==> config.mk <==
export PLATFORM = sky130hd
export DESIGN_NAME = control_fsm
export DESIGN_NICKNAME = d
export VERILOG_FILES = /design/src/rtl/control_fsm.sv
export SDC_FILE = /design/constraint.sdc
export NUM_CORES = 1
export LEC_CHECK = 0
export BUFFER_PORTS_ARGS = -buffer_cell sky130_fd_sc_hd__clkbuf_2
export CAP_MARGIN = 20
export CORE_MARGIN = 2
export CORE_UTILIZATION = 40
export DETAILED_ROUTE_END_ITERATION = 16
export PLACE_DENSITY = 0.69
export SLEW_MARGIN = 20
export SYNTH_ARGS = -nofsm -noshare
export SYNTH_HDL_FRONTEND = slang
export SYNTH_SLANG_ARGS = --single-unit
export TNS_END_PERCENT = 30
==> constraint.sdc <==
create_clock -name clk -period 5.2 [get_ports clk]
set_clock_uncertainty 0.15 [all_clocks]
set_input_delay 0.52 -clock clk [delete_from_list [all_inputs] [get_ports clk]]
set_output_delay 0.52 -clock clk [all_outputs]
set_load 0.01 [all_outputs]
==> src/rtl/control_fsm.sv <==
// control_fsm: multicycle RISC-V main control; sequences FETCH/DECODE/EXEC/MEM/WB and counts retired instructions.
// Latency: BRANCH 3, R/I-ALU 4, STORE 4, LOAD 5 cycles; each cycle of imem/dmem not-ready adds one.
// Backpressure: imem_req/dmem_req stay high and stable until the matching ready; ready outside a request is ignored.
// Optional feature: define CTRL_ILLEGAL_TRAP_EN to trap illegal opcodes into HALT (otherwise they retire as NOPs).
module control_fsm #(
  parameter int CNT_W = 32
) (
  input  logic             clk,
  input  logic             rst_n,
  input  logic [6:0]       opcode,
  input  logic             zero,
  input  logic             imem_ready,
  input  logic             dmem_ready,
  output logic             imem_req,
  output logic             dmem_req,
  output logic             dmem_we,
  output logic             ir_write,
  output logic             pc_write,
  output logic             pc_branch,
  output logic             reg_write,
  output logic             mem_to_reg,
  output logic             alu_src,
  output logic [3:0]       alu_cmd,
  output logic [CNT_W-1:0] instret,
  output logic             illegal
);

  localparam logic [2:0] S_IDLE   = 3'd0;
  localparam logic [2:0] S_FETCH  = 3'd1;
  localparam logic [2:0] S_DECODE = 3'd2;
  localparam logic [2:0] S_EXEC   = 3'd3;
  localparam logic [2:0] S_MEM    = 3'd4;
  localparam logic [2:0] S_WB     = 3'd5;
  localparam logic [2:0] S_HALT   = 3'd6;

  localparam logic [6:0] OP_R      = 7'b0110011;
  localparam logic [6:0] OP_I      = 7'b0010011;
  localparam logic [6:0] OP_LOAD   = 7'b0000011;
  localparam logic [6:0] OP_STORE  = 7'b0100011;
  localparam logic [6:0] OP_BRANCH = 7'b1100011;

  localparam logic [3:0] ALU_R = 4'b0000;
  localparam logic [3:0] ALU_I = 4'b0001;
  localparam logic [3:0] ALU_S = 4'b0010;
  localparam logic [3:0] ALU_B = 4'b0011;

  logic [2:0] state_q;
  logic [2:0] state_d;
  logic [6:0] op_q;
  logic       retire;
  logic       op_legal;

  assign op_legal = (opcode == OP_R) || (opcode == OP_I) || (opcode == OP_LOAD) ||
                    (opcode == OP_STORE) || (opcode == OP_BRANCH);

  // Next state, strobes and retire pulse from the current state and latched opcode.
  always_comb begin
    state_d    = state_q;
    retire     = 1'b0;
    imem_req   = 1'b0;
    dmem_req   = 1'b0;
    dmem_we    = 1'b0;
    ir_write   = 1'b0;
    pc_write   = 1'b0;
    pc_branch  = 1'b0;
    reg_write  = 1'b0;
    mem_to_reg = 1'b0;
    alu_src    = 1'b0;
    alu_cmd    = ALU_I;
    case (state_q)
      S_IDLE: state_d = S_FETCH;
      S_FETCH: begin
        imem_req = 1'b1;
        if (imem_ready) begin
          ir_write = 1'b1;
          pc_write = 1'b1;
          state_d  = S_DECODE;
        end
      end
      S_DECODE: begin
        if (op_legal) begin
          state_d = S_EXEC;
        end else begin
`ifdef CTRL_ILLEGAL_TRAP_EN
          state_d = S_HALT;
`else
          state_d = S_FETCH;
          retire  = 1'b1;
`endif
        end
      end
      S_EXEC: begin
        case (op_q)
          OP_R: begin
            alu_cmd = ALU_R;
            state_d = S_WB;
          end
          OP_I: begin
            alu_src = 1'b1;
            state_d = S_WB;
          end
          OP_LOAD: begin
            alu_src = 1'b1;
            state_d = S_MEM;
          end
          OP_STORE: begin
            alu_cmd = ALU_S;
            alu_src = 1'b1;
            state_d = S_MEM;
          end
          OP_BRANCH: begin
            alu_cmd   = ALU_B;
            pc_branch = zero;
            state_d   = S_FETCH;
            retire    = 1'b1;
          end
          // Illegal opcodes never reach EXEC; fall back to a clean fetch.
          default: state_d = S_FETCH;
        endcase
      end
      S_MEM: begin
        dmem_req = 1'b1;
        dmem_we  = (op_q == OP_STORE);
        if (dmem_ready) begin
          if (op_q == OP_LOAD) begin
            state_d = S_WB;
          end else begin
            state_d = S_FETCH;
            retire  = 1'b1;
          end
        end
      end
      S_WB: begin
        reg_write  = 1'b1;
        mem_to_reg = (op_q == OP_LOAD);
        state_d    = S_FETCH;
        retire     = 1'b1;
      end
      S_HALT: state_d = S_HALT;
      default: state_d = S_IDLE;
    endcase
  end

  // State register; async reset drops any outstanding request immediately.
  always_ff @(posedge clk or negedge rst_n) begin
    if (!rst_n) state_q <= S_IDLE;
    else        state_q <= state_d;
  end

  // Opcode is captured once in DECODE so later input changes cannot disturb the instruction.
  always_ff @(posedge clk or negedge rst_n) begin
    if (!rst_n)                    op_q <= 7'd0;
    else if (state_q == S_DECODE)  op_q <= opcode;
  end

  // Retired-instruction counter, wraps naturally at 2^CNT_W.
  always_ff @(posedge clk or negedge rst_n) begin
    if (!rst_n)      instret <= '0;
    else if (retire) instret <= instret + CNT_W'(1);
  end

`ifdef CTRL_ILLEGAL_TRAP_EN
  logic illegal_q;

  // Sticky trap flag, cleared only by reset.
  always_ff @(posedge clk or negedge rst_n) begin
    if (!rst_n)                                 illegal_q <= 1'b0;
    else if (state_q == S_DECODE && !op_legal)  illegal_q <= 1'b1;
  end

  assign illegal = illegal_q;
`else
  assign illegal = 1'b0;
`endif

endmodule

==> flow_summary.json <==
{
  "ant_nets": 0,
  "first_global_vias": 1798,
  "setup_viol": 0,
  "synth-edff-count": 0,
  "slew_headroom_pct": 29.3,
  "cap_viol_max_count": 0,
  "clock.fmax_mhz": 361,
  "cts_hold_buffers": 0,
  "clock-root-buffer": "clkbuf_8",
  "status": "complete, no violations",
  "wl_microns": 4830,
  "crit_end": "instret[20]",
  "drive_above_1_share_pct": 30.1,
  "syn_avg_cell_area_sq_um": 10.2,
  "postCtsSetupRepairBufs": 0,
  "synthTopCellsByArea": "dfrtp_1 (47%), xor2_1 (10%), mux2_2 (4.0%)",
  "grt_first_pass_wirelength_microns": 8260,
  "fin_nets": 284,
  "cp_data_required_time_ns": 5.20,
  "cts_buffer_depth": 2,
  "grt_setup_unrepaired": "false",
  "vias": 1816,
  "ys_warn_count": 0,
  "design_area_sq_mm": 0.00267,
  "slew_viol_final": 0,
  "r2r_slack_ns": 2.43,
  "whs_ns": 0.222,
  "portBuffers": 54,
  "hold_class": "input port to asynchronous set/reset pin",
  "power_density_mw_per_mm2": 341,
  "hold_viol": 0,
  "critPathLaunchType": "flop",
  "firstDrtPassIters": 6,
  "rr_endpoint": "instret[20]",
  "yosysTopAreaCell": "dfrtp_1",
  "crit_start": "op_q[2]",
  "drc": 0,
  "async_reset_ff_share_pct": 100,
  "arrival_ns": 2.77,
  "clock_latency_ns": 0.29,
  "htree_num_levels": 2,
  "cts_resized": 0,
  "antenna_found_initial": 0,
  "clk_pin_slew_ns": 0.08,
  "ff2ff_path_depth": 5,
  "io_pins": 58,
  "gp_congestion": 0.790,
  "track_usage_pct": 16.7,
  "clkSinkCount": 42,
  "finalCritPeriodShare_pct": 53.3,
  "ys.flop_type": "dfrtp_1",
  "synth_seq_cells": 42,
  "core_sq_mm": 0.00547,
  "synthCells": 220,
  "rows": 27,
  "die_y_microns": 79.0,
  "ir_drop_mv": 0.190,
  "p_leak_nw": 1.05,
  "drt_iter0_markers": 76,
  "tritoncts": "yes",
  "path_class": "flop to flop",
  "synth_top_area_share_pct": 46.7,
  "wl_per_cell_microns": 14.0,
  "placed_area_sq_mm": 0.00256,
  "num_antenna_cells": 0,
  "worst_slew_pin_slew_ns": 1.06,
  "post_synth_instance_area_sq_mm": 0.00225,
  "grt_start_max_net_pins": 43,
  "end_kind": "flop",
  "synthDistinctLibCells": 41,
  "initial_core_util_pct": 41.2,
  "grt.overflow.total": 0,
  "rr_startpoint": "op_q[2]",
  "syn_to_final_growth_pct": 18.5,
  "die_area_sq_mm": 0.00625,
  "synth-seq-area-share_pct": 46.7,
  "die_w_microns": 79.0,
  "drt-vias-per-instance": 5.28,
  "cts_inserted_buffers": 5,
  "dpl.hpwl_microns": 3400,
  "fin_tns_setup_ns": 0,
  "crit_fanout": 31,
  "finalCriticalPeriod_ns": 2.77
}
metrics by stage:
| step | setup WS, ns | power [mW] | instances | utilization, % |
|---|---|---|---|---|
| floorplan | 2.89 | 0.595 | 222 | - |
| global placement | 2.52 | 0.666 | 336 | 46.8 |
| detailed placement | 2.45 | 0.672 | 336 | 46.8 |
| CTS | 2.43 | 0.919 | 344 | 48.8 |
| global route | 2.17 | 0.973 | 344 | 48.8 |
| finish | 2.43 | 0.910 | 344 | 48.8 |
cells by family (layout without fill, tap and decap cells):
family	count (synthesis)	count (layout)	synth area share, %
xor gates and xnor gates	31	31	12.1
DFF	42	42	46.7
buffers and inverters	21	71	4.72
AOI/OAI and AO/OA	40	40	13.3
adders and majority gates	1	1	0.555
other	1	3	0.167
muxes	8	8	4.00
and+or+nand+nor	76	76	18.5
worst max-delay path: stages (launching register included):
cell       delay [ns]
dfrtp_1          0.37
nand4bb_1        0.26
o41ai_1          0.39
a211o_1          0.90
a2111oi_0        0.32
xor2_1           0.23
flip-flops by register name (all words and copies together), names as in the netlist:
register,cells
op_q,7
state_q,3
instret,32
synth_stat cells, drive strengths merged (5+ instances only):
library cell   n
nand3         14
and3           6
inv            7
dfrtp         42
xnor2          5
nor2           9
buf            8
clkbuf         5
mux2           8
xor2          26
a211oi         8
a2111oi        5
nor3           5
nand4          9
nand2         16
a21oi         17
cells in the final DEF, fill, tap and decap left out, types with 7 or more instances in the layout:
master     n
inv_1      7
a211oi_1   8
clkbuf_2  53
a21oi_1   17
nor2_1     9
dfrtp_1   42
xor2_1    26
nand3_1   14
nand2_1   16
mux2_2     8
nand4_1    8
clkbuf_8   8
layout make-up:
cell class                 count  area (sq um)
clock buffer                   8           110
tap                           72          90.1
fill                         542          2800
inverter                       8          31.3
sequential                    42          1050
multi-input combinational    159          1110
timing repair buffer          55           278
worst min-delay path by stage:
stage	from	end	slack, ns	cells after the start
finish	rst_n	op_q[4]	0.22	1
global route	rst_n	op_q[4]	0.28	1
CTS	rst_n	instret[10]	0.28	1
detailed placement	instret[31]	instret[31]	0.31	1
global placement	instret[31]	instret[31]	0.31	1
floorplan	rst_n	instret[0]	0.07	0
report_power, final:
| group | internal [mW] | switching [mW] | total, mW |
|---|---|---|---|
| combinational | 0.0928 | 0.119 | 0.211 |
| clock | 0.134 | 0.111 | 0.245 |
| sequential | 0.385 | 0.0673 | 0.453 |
layer usage:
layer  global-route usage, %  part of all wire [%]
met1                    22.8                    50
met2                    25.9                    45
met3                    3.86                   4.7
met4                    5.86                  0.85
met5                       0                     0
Power figures use the tool's default switching activity.
